<file path="src/rtl/tx_ila_gen_if.sv">
// ILA octet stream from the lane-alignment generator toward the 8b/10b encoder and lane mux.
interface tx_ila_gen_if;
    logic [7:0] data;
    logic       is_k;
    logic       valid;
    logic       done;
    logic       busy;

    modport master (output data, output is_k, output valid, output done, output busy);
    modport slave  (input  data, input  is_k, input  valid, input  done, input  busy);
endinterface

</file>
<file path="src/rtl/tx_ila_gen.sv">
// JESD204B transmit ILA generator: /R/ ... /A/ multiframes with /Q/ plus link config in
// multiframe 1, data ramp elsewhere; one octet per clock, all outputs registered.
module tx_ila_gen #(
    parameter int unsigned OCT_CNT_W = 13,
    parameter int unsigned MF_CNT_W  = 9
) (
    input  logic                 clk,
    input  logic                 rst_n,
    input  logic                 i_start,
    input  logic                 i_abort,
    input  logic [7:0]           i_F,
    input  logic [4:0]           i_K,
    input  logic [7:0]           i_ila_multiframe_length,
    input  logic [111:0]         i_cfg,
    tx_ila_gen_if.master         o_ila,
    output logic                 o_cfg_err
);
    localparam int unsigned MLW = OCT_CNT_W + 1;

    localparam logic [7:0] K_R = 8'h1C;
    localparam logic [7:0] K_A = 8'h7C;
    localparam logic [7:0] K_Q = 8'h9C;

    typedef enum logic {StIdle, StRun} state_e;

    state_e               r_state,    w_state_nxt;
    logic [OCT_CNT_W-1:0] r_oct_cnt,  w_oct_cnt_nxt;
    logic [MF_CNT_W-1:0]  r_mf_cnt,   w_mf_cnt_nxt;
    logic [7:0]           r_ramp,     w_ramp_nxt;
    logic [OCT_CNT_W-1:0] r_oct_last, w_oct_last_nxt;
    logic [MF_CNT_W-1:0]  r_mf_last,  w_mf_last_nxt;
    logic [111:0]         r_cfg,      w_cfg_nxt;
    logic [7:0]           r_data,     w_data_nxt;
    logic                 r_is_k,     w_is_k_nxt;
    logic                 r_valid,    w_valid_nxt;
    logic                 r_done,     w_done_nxt;
    logic                 r_busy,     w_busy_nxt;
    logic                 r_cfg_err,  w_cfg_err_nxt;

    logic [MLW-1:0]       w_f, w_k, w_mf_len;
    logic                 w_at_oct_last, w_at_mf_last, w_in_mf1;
    logic [3:0]           w_cfg_idx;
    logic [7:0]           w_cfg_oct;

    // Full-width product: 256*32 needs OCT_CNT_W+1 bits.
    assign w_f      = MLW'(i_F) + MLW'(1);
    assign w_k      = MLW'(i_K) + MLW'(1);
    assign w_mf_len = w_f * w_k;

    assign w_at_oct_last = (r_oct_cnt == r_oct_last);
    assign w_at_mf_last  = (r_mf_cnt == r_mf_last);
    assign w_in_mf1      = (r_mf_cnt == MF_CNT_W'(1));
    assign w_cfg_idx     = r_oct_cnt[3:0] - 4'd2;

    always_comb begin
        w_cfg_oct = 8'h00;
        for (int n = 0; n < 14; n++) begin
            if (w_cfg_idx == 4'(n)) w_cfg_oct = r_cfg[8*n +: 8];
        end
    end

    always_comb begin
        w_state_nxt    = r_state;
        w_oct_cnt_nxt  = r_oct_cnt;
        w_mf_cnt_nxt   = r_mf_cnt;
        w_ramp_nxt     = r_ramp;
        w_oct_last_nxt = r_oct_last;
        w_mf_last_nxt  = r_mf_last;
        w_cfg_nxt      = r_cfg;
        w_data_nxt     = 8'h00;
        w_is_k_nxt     = 1'b0;
        w_valid_nxt    = 1'b0;
        w_done_nxt     = 1'b0;
        w_busy_nxt     = 1'b0;
        w_cfg_err_nxt  = r_cfg_err;

        if (i_abort) begin
            w_state_nxt = StIdle;
        end else begin
            unique case (r_state)
                StIdle: begin
                    if (i_start) begin
                        w_oct_last_nxt = OCT_CNT_W'(w_mf_len - MLW'(1));
                        w_mf_last_nxt  = MF_CNT_W'(i_ila_multiframe_length);
                        w_cfg_nxt      = i_cfg;
                        if (w_mf_len < MLW'(17)) begin
                            w_cfg_err_nxt = 1'b1;
                        end else begin
                            // Octet 0 (/R/) is registered now so it appears next cycle.
                            w_cfg_err_nxt = 1'b0;
                            w_state_nxt   = StRun;
                            w_data_nxt    = K_R;
                            w_is_k_nxt    = 1'b1;
                            w_valid_nxt   = 1'b1;
                            w_busy_nxt    = 1'b1;
                            w_oct_cnt_nxt = OCT_CNT_W'(1);
                            w_mf_cnt_nxt  = '0;
                            w_ramp_nxt    = 8'd1;
                        end
                    end
                end
                StRun: begin
                    w_valid_nxt = 1'b1;
                    w_busy_nxt  = 1'b1;
                    w_ramp_nxt  = r_ramp + 8'd1;
                    if (r_oct_cnt == '0) begin
                        w_data_nxt = K_R;
                        w_is_k_nxt = 1'b1;
                    end else if (w_at_oct_last) begin
                        w_data_nxt = K_A;
                        w_is_k_nxt = 1'b1;
                    end else if (w_in_mf1 && r_oct_cnt == OCT_CNT_W'(1)) begin
                        w_data_nxt = K_Q;
                        w_is_k_nxt = 1'b1;
                    end else if (w_in_mf1 && r_oct_cnt <= OCT_CNT_W'(15)) begin
                        w_data_nxt = w_cfg_oct;
                    end else begin
                        w_data_nxt = r_ramp;
                    end

                    if (w_at_oct_last) begin
                        w_oct_cnt_nxt = '0;
                        if (w_at_mf_last) begin
                            w_done_nxt  = 1'b1;
                            w_state_nxt = StIdle;
                        end else begin
                            w_mf_cnt_nxt = r_mf_cnt + MF_CNT_W'(1);
                        end
                    end else begin
                        w_oct_cnt_nxt = r_oct_cnt + OCT_CNT_W'(1);
                    end
                end
                default: w_state_nxt = StIdle;
            endcase
        end
    end

    always_ff @(posedge clk or negedge rst_n) begin
        if (!rst_n) begin
            r_state    <= StIdle;
            r_oct_cnt  <= '0;
            r_mf_cnt   <= '0;
            r_ramp     <= '0;
            r_oct_last <= '0;
            r_mf_last  <= '0;
            r_cfg      <= '0;
            r_data     <= '0;
            r_is_k     <= 1'b0;
            r_valid    <= 1'b0;
            r_done     <= 1'b0;
            r_busy     <= 1'b0;
            r_cfg_err  <= 1'b0;
        end else begin
            r_state    <= w_state_nxt;
            r_oct_cnt  <= w_oct_cnt_nxt;
            r_mf_cnt   <= w_mf_cnt_nxt;
            r_ramp     <= w_ramp_nxt;
            r_oct_last <= w_oct_last_nxt;
            r_mf_last  <= w_mf_last_nxt;
            r_cfg      <= w_cfg_nxt;
            r_data     <= w_data_nxt;
            r_is_k     <= w_is_k_nxt;
            r_valid    <= w_valid_nxt;
            r_done     <= w_done_nxt;
            r_busy     <= w_busy_nxt;
            r_cfg_err  <= w_cfg_err_nxt;
        end
    end

    assign o_ila.data  = r_data;
    assign o_ila.is_k  = r_is_k;
    assign o_ila.valid = r_valid;
    assign o_ila.done  = r_done;
    assign o_ila.busy  = r_busy;
    assign o_cfg_err   = r_cfg_err;
endmodule

</file>
<file path="src/flat_wrapper.sv">
// flat-port wrapper written by rule: the top's interface ports become plain ports
module tx_ila_gen_flat 
#(
    parameter int unsigned OCT_CNT_W = 13,
    parameter int unsigned MF_CNT_W  = 9
)
  (clk, rst_n, i_start, i_abort, i_F, i_K, i_ila_multiframe_length, i_cfg, o_cfg_err, o_ila_data, o_ila_is_k, o_ila_valid, o_ila_done, o_ila_busy);
  tx_ila_gen_if o_ila_i ();
  input  logic clk;
  input  logic rst_n;
  input  logic i_start;
  input  logic i_abort;
  input  logic [7:0] i_F;
  input  logic [4:0] i_K;
  input  logic [7:0] i_ila_multiframe_length;
  input  logic [111:0] i_cfg;
  output logic o_cfg_err;
  output wire logic [$bits(o_ila_i.data)-1:0] o_ila_data;
  output wire logic [$bits(o_ila_i.is_k)-1:0] o_ila_is_k;
  output wire logic [$bits(o_ila_i.valid)-1:0] o_ila_valid;
  output wire logic [$bits(o_ila_i.done)-1:0] o_ila_done;
  output wire logic [$bits(o_ila_i.busy)-1:0] o_ila_busy;
  assign o_ila_data = o_ila_i.data;
  assign o_ila_is_k = o_ila_i.is_k;
  assign o_ila_valid = o_ila_i.valid;
  assign o_ila_done = o_ila_i.done;
  assign o_ila_busy = o_ila_i.busy;
  tx_ila_gen #(.OCT_CNT_W(OCT_CNT_W), .MF_CNT_W(MF_CNT_W)) u_core (.clk(clk), .rst_n(rst_n), .i_start(i_start), .i_abort(i_abort), .i_F(i_F), .i_K(i_K), .i_ila_multiframe_length(i_ila_multiframe_length), .i_cfg(i_cfg), .o_ila(o_ila_i), .o_cfg_err(o_cfg_err));
endmodule
</file>
<file path="config.mk">
export PLATFORM = sky130hd
export DESIGN_NAME = tx_ila_gen_flat
export DESIGN_NICKNAME = d
export VERILOG_FILES = /design/src/rtl/tx_ila_gen_if.sv /design/src/rtl/tx_ila_gen.sv /design/src/flat_wrapper.sv
export SDC_FILE = /design/constraint.sdc
export NUM_CORES = 1
export LEC_CHECK = 0
export BUFFER_PORTS_ARGS = -buffer_cell sky130_fd_sc_hd__buf_2
export CAP_MARGIN = 20
export CORE_MARGIN = 2
export CORE_UTILIZATION = 58
export CTS_CLUSTER_SIZE = 12
export DETAILED_ROUTE_END_ITERATION = 8
export GPL_ROUTABILITY_DRIVEN = 1
export MAX_ROUTING_LAYER = met4
export PLACE_DENSITY = 0.83
export REMOVE_ABC_BUFFERS = 1
export SLEW_MARGIN = 20
export SYNTH_ARGS = -nofsm -noshare
export SYNTH_HDL_FRONTEND = slang
export SYNTH_SLANG_ARGS = --single-unit
</file>
<file path="constraint.sdc">
create_clock -name clk -period 2.8 [get_ports clk]
set_input_delay 0.56 -clock clk [delete_from_list [all_inputs] [get_ports clk]]
set_output_delay 0.56 -clock clk [all_outputs]
set_load 0.01 [all_outputs]
</file>
Word-level counts from Yosys, hierarchy flattened

Cells that the tools add are included.

Add/sub/neg operators: 7
Multipliers: 1
Div/mod/pow operators: 0
Magnitude comparators: 2
Equality and inequality tests: 21
Shift-type cells: 0
Mux-type cells: 52
Bitwise gates (word level): 2
Reduce and logical (&&, ||, !) cells: 7

Operators with widths:

| cell                                                            | count |
|---|---|
| two-way mux 8 bit                                               | 22 |
| two-way mux 13 bit                                              | 3 |
| two-way mux 9 bit                                               | 4 |
| one-hot mux 8 bit (2 select lines)                              | 2 |
| one-hot mux 13 bit (2 select lines)                             | 1 |
| equality test 4 bit, second input constant                      | 6 |
| one-hot mux 9 bit (2 select lines)                              | 1 |
| equality test 4 x 3 -> 1 bit, second input constant             | 4 |
| two-way mux 1 bit                                               | 15 |
| less-than comparator 14 x 5 -> 1 bit, second input constant     | 1 |
| multiplier 9 x 6 -> 14 bit                                      | 1 |
| adder 13 x 1 -> 13 bit, second input constant                   | 1 |
| equality test 13 x 1 -> 1 bit, second input constant            | 1 |
| equality test 13 bit                                            | 1 |
| less-or-equal comparator 13 x 4 -> 1 bit, second input constant | 1 |
| logical NOT 13 bit                                              | 1 |
| subtractor 13 x 1 -> 13 bit, second input constant              | 1 |
| adder 8 x 1 -> 9 bit, second input constant                     | 1 |
| adder 9 x 1 -> 9 bit, second input constant                     | 1 |
| equality test 9 x 1 -> 1 bit, second input constant             | 1 |
| equality test 9 x 8 -> 1 bit                                    | 1 |
| adder 8 x 1 -> 8 bit, second input constant                     | 1 |
| equality test 4 x 2 -> 1 bit, second input constant             | 2 |
| != test 2 bit, second input constant                            | 4 |
| other kinds (10)                                                | 15 |

Bits in registers: 176
Bits in latches: 0
RAM bits: 0
ROM bits: 0
Logic and storage cells: 104
Memories kept: 0

Depth between registers and ports, before layout

Depth in word-level cells: 22
Gate-level depth with buffers: 22
Depth with buffers taken out: 20

Least setup slack after synthesis

OpenSTA, ideal clock, no wires.

Kind: in2reg
Start point: in i_K[0]
End point: reg u_core.r_ramp[6]
Setup time: 78 ps
Arrival time: 5368 ps
Slack: -2646 ps
Stages on the path: 21
Cells stage by stage: buf_2 -> nand3_1 -> or2_2 -> clkbuf_1 -> or2_2 -> fa_1 -> inv_1 -> fa_1 -> inv_1 -> fa_1 -> inv_1 -> ha_1 -> o21ai_1 -> o21ba_2 -> a211oi_1 -> a21oi_1 -> a41oi_2 -> o21ai_2 -> buf_6 -> or4_1 -> a21oi_1

Word-level cells in the longest chain between the ends: 5

RTL lines:

| item                                 | line               | RTL |
|---|---|---|
| start, declared                      | flat_wrapper.sv:14 | `input logic [4:0] i_K;` |
| adder 5 x 1 -> 6 bit                 | tx_ila_gen.sv:47   | `assign w_k = MLW'(i_K) + MLW'(1);` |
| multiplier 9 x 6 -> 14 bit           | tx_ila_gen.sv:48   | `assign w_mf_len = w_f * w_k;` |
| less-than comparator 14 x 5 -> 1 bit | tx_ila_gen.sv:86   | `if (w_mf_len < MLW'(17)) begin` |
| != test 2 bit (no source line)       | --                 |  |
| AND reduction 3 bit (no source line) | --                 |  |
| end signal, assigned                 | tx_ila_gen.sv:157  | `r_ramp <= w_ramp_nxt;` |
| end, declared                        | tx_ila_gen.sv:29   | `logic [7:0] r_ramp, w_ramp_nxt;` |

Every way passes these cells.
A chain may end at the register's enable or synchronous reset.

Worst setup path after layout

Start point: in i_F[0]
End point: reg u_core.r_ramp[4]

Word-level cells in the longest chain between the ends: 5

RTL lines:

| item                                 | line               | RTL |
|---|---|---|
| start, declared                      | flat_wrapper.sv:13 | `input logic [7:0] i_F;` |
| adder 8 x 1 -> 9 bit                 | tx_ila_gen.sv:46   | `assign w_f = MLW'(i_F) + MLW'(1);` |
| multiplier 9 x 6 -> 14 bit           | tx_ila_gen.sv:48   |  |
| less-than comparator 14 x 5 -> 1 bit | tx_ila_gen.sv:86   |  |
| != test 2 bit (no source line)       | --                 |  |
| AND reduction 3 bit (no source line) | --                 |  |

Every way passes these cells.

==> impl_metrics.yaml <==
status:
  outcome: "finished, violations left"
  violations: "negative setup slack"
setup_path:
  reg2reg_to: "u_core.r_mf_cnt[5]"
  critPathLaunch: "i_F[0]"
  critPathTopFamily: "adder cells"
  r2r-start: "u_core.r_oct_cnt[1]"
  startpoint_type: "primary input"
  crit_path_end_kind: "flop"
  criticalPathCategory: "in2reg"
  critPathBufInv: 8
  path_depth: 24
  slowest_delay_ns: 0.58
  cp.arrival_ns: 5.49
  rrSetupSlack_ns: 0.03
  cp_max_fo: 5
  path_cells: "buf_8 -> ha_4 -> nand3_4 -> xor2_4 -> buf_6 -> nor2_1 -> fa_1 -> fa_1 -> inv_2 -> fa_1 -> inv_2 -> ha_4 -> buf_6 -> buf_12 -> nor3b_2 -> a21oi_2 -> o311ai_4 -> nor4_4 -> a41oi_2 -> buf_4 -> o21ai_4 -> buf_6 -> nor3_2 -> o21a_1"
  critPathRequiredTime_ns: 3.13
  cp-endpoint: "u_core.r_ramp[4]"
  crit_slowest_cell: "fa_1"
  ff2ff_path_depth: 9
power:
  leakage_nw: 7.05
  p_total_mw: 13.2
  ir_drop_mv: 0.559
  power_density_mw_per_mm2: 917
routing:
  drt_iter0_drc: 1191
  wl_per_cell_um: 20.1
  first_pass_iters: 6
  route.detailed.drc: 0
  avgViaCountPerCell: 6.14
  vias: 10900
  wirelength_mm: 35.7
  ant_nets: 0
synthesis:
  synth-seq-cells: 176
  synth_edf_count: 0
  async_flop_share_pct: 100
  ys_seq_area_share_pct: 41.5
  synth_top_flop_cell: "dfrtp_1"
  yosysUniqueCellTypes: 66
  syn_area_mm2: 0.0106
  yosys_warnings: 0
  yosysTopAreaCellShare_pct: 41.5
  synth_area_leaders: "dfrtp_1 (41%), nand2_1 (15%), fa_1 (5.3%)"
  synth_cells: 1289
  avgSynthCellArea_um2: 8.24
  synth_area_leader_cell: "dfrtp_1"
die:
  rows: 49
  start_util_pct: 59.1
  core_area_mm2: 0.0180
  die_y_um: 139
  ios: 150
  die_area_mm2: 0.0194
  die_w_um: 139
layout:
  syn_to_final_growth_pct: 35.4
  nets: 1733
  fillerInstances: 1012
  final_common_cell: "nand2_1"
  stdcell_area_mm2: 0.0144
  post-route-util_pct: 80.1
  layout-drive-gt1-share_pct: 32.0
  final_cell_mix: "nand2_1 (414), dfrtp_1 (175), buf_2 (139), buf_4 (102), nor2_1 (57)"
clock_network:
  cts.sinks: 176
  clk_latency_ns: 0.45
  cts_max_path_buffers: 2
  path_clk_slew_ns: 0.07
  h-tree-depth: 4
  postCtsHoldBufs: 0
  root_buffer: "clkbuf_16"
  cts_tree: "done"
  cts_made_buffers: 17
placement:
  placed_cell_area_mm2: 0.0123
  portBuffers: 149
  dp_hpwl_mm: 20.9
  gp_congestion: 0.942
global_routing:
  gr-total-overflow: 0
  grt_pass1_vias: 10900
  grt.total_usage_pct: 35.6
  grt_pass1_wl_mm: 53.9
  antenna_found_initial: 1
  grt_max_degree: 135
timing:
  setup_ws_ns: -2.35
  finalHoldViolCount: 0
  setup_viol: 47
  worst_pin_slew_ns: 1.02
  fin_skew_ns: 0.0114
  rsz0062_at_grt: "true"
  finalCriticalPeriod_ns: 5.15
  max_freq_mhz: 194
  period_share_pct: 184
  holdWs_ns: 0.0759
  slew-limit-headroom_pct: 31.2
  setup_tns_ns: -96.46
  drv_slew: 0
hold_path:
  hp-class: "in2async"
run:
  cap_violations: 0
cell usage after synthesis, types with 3 or more instances:
cell type    n
a211o_1      7
a211oi_1    12
a21o_1       5
a21oi_1     40
a221oi_1    10
a22oi_1      8
a31oi_1      6
and2_1       3
and3_1      15
buf_1        8
buf_2        9
clkbuf_1    50
dfrtp_1    176
fa_1        28
ha_1        34
inv_1       58
mux2i_1      5
nand2_1    419
nand2b_1     8
nand3_1     34
nand3b_1     3
nand4_1     14
nor2_1      79
nor2b_1      8
nor3_1      28
nor3b_1      3
nor4_1      11
o2111ai_1    3
o211ai_1     4
o21a_1       4
o21ai_0     59
o221ai_1     5
o22ai_1     12
o31ai_1     13
or2_2       13
or3_1        9
or4_1        5
xnor2_1     24
xor2_1      25
final cells by class:
type	count	area, um^2	area share (%)
flip-flops and latches	176	4410	30.6
well taps	229	287	1.99
diodes	1	2.50	0.0174
repair buffers	295	2180	15.1
clock buffers	17	425	2.96
inverters	58	221	1.54
clock inverters	15	171	1.19
multi-input cells	986	6690	46.5
flip-flops by register name (all words and copies together) (netlist names):
register	flops
u_core.r_ramp	8
u_core.o_ila.valid	1
u_core.o_cfg_err	1
u_core.o_ila.is_k	1
u_core.o_ila.done	1
u_core.r_oct_cnt	13
u_core.r_cfg	112
u_core.r_mf_cnt	9
u_core.r_mf_last	8
u_core.r_state	1
u_core.o_ila.data	8
u_core.r_oct_last	13
what timing repair did:
item                                    in CTS  in global routing
endpoints found under the setup margin      50                 52
gates cloned                                 2                  0
buffers inserted                            31                 16
resized for setup                          204                 75
pin swaps                                  113                 63
through the flow:
stage	worst slack, ns	cells
detailed placement	-3.19	1702
global route	-2.46	1777
CTS	-2.03	1765
finish	-2.35	1777
global placement	-2.87	1702
floorplan	-5.25	1219
how the worst min path moves through the flow:
stage	startpoint	end	slack, ns	depth (start not counted)
3_3_place_gp	u_core.r_cfg[34]	u_core.r_cfg[34]	0.45	2
3_5_place_dp	u_core.r_cfg[59]	u_core.r_cfg[59]	0.46	2
5_1_grt	rst_n	u_core.r_cfg[58]	0.11	1
2_1_floorplan	rst_n	u_core.o_cfg_err	0.26	0
4_1_cts	rst_n	u_core.r_cfg[58]	0.10	1
6_report	rst_n	u_core.r_cfg[58]	0.08	1
per-layer routing:
metal / global-route usage, % / up-vias / share of wire [%]
li1: - / 4818 / -
met1: 41.2 / 5206 / 36
met2: 59.6 / 692 / 50
met3: 5.92 / 195 / 7.6
met4: 18.6 / 0 / 6.3
met5: - / - / 0
cell families (layout without fill, tap and decap cells):
logic type,Yosys count,after routing,synth area share [%]
mux,6,6,0.577
fa+ha+maj,62,62,9.29
xor+xnor,49,49,4.04
buf+inv,128,385,4.75
compound gates,211,212,13.4
simple gates,657,657,26.5
other cells,0,1,0
flops,176,176,41.5
power by group:
group / internal, mW / switching, mW
logic: 3.24 / 4.14
clock network: 1.27 / 1.15
registers: 3.02 / 0.366
Note: power is estimated with default switching activity, not from simulation.
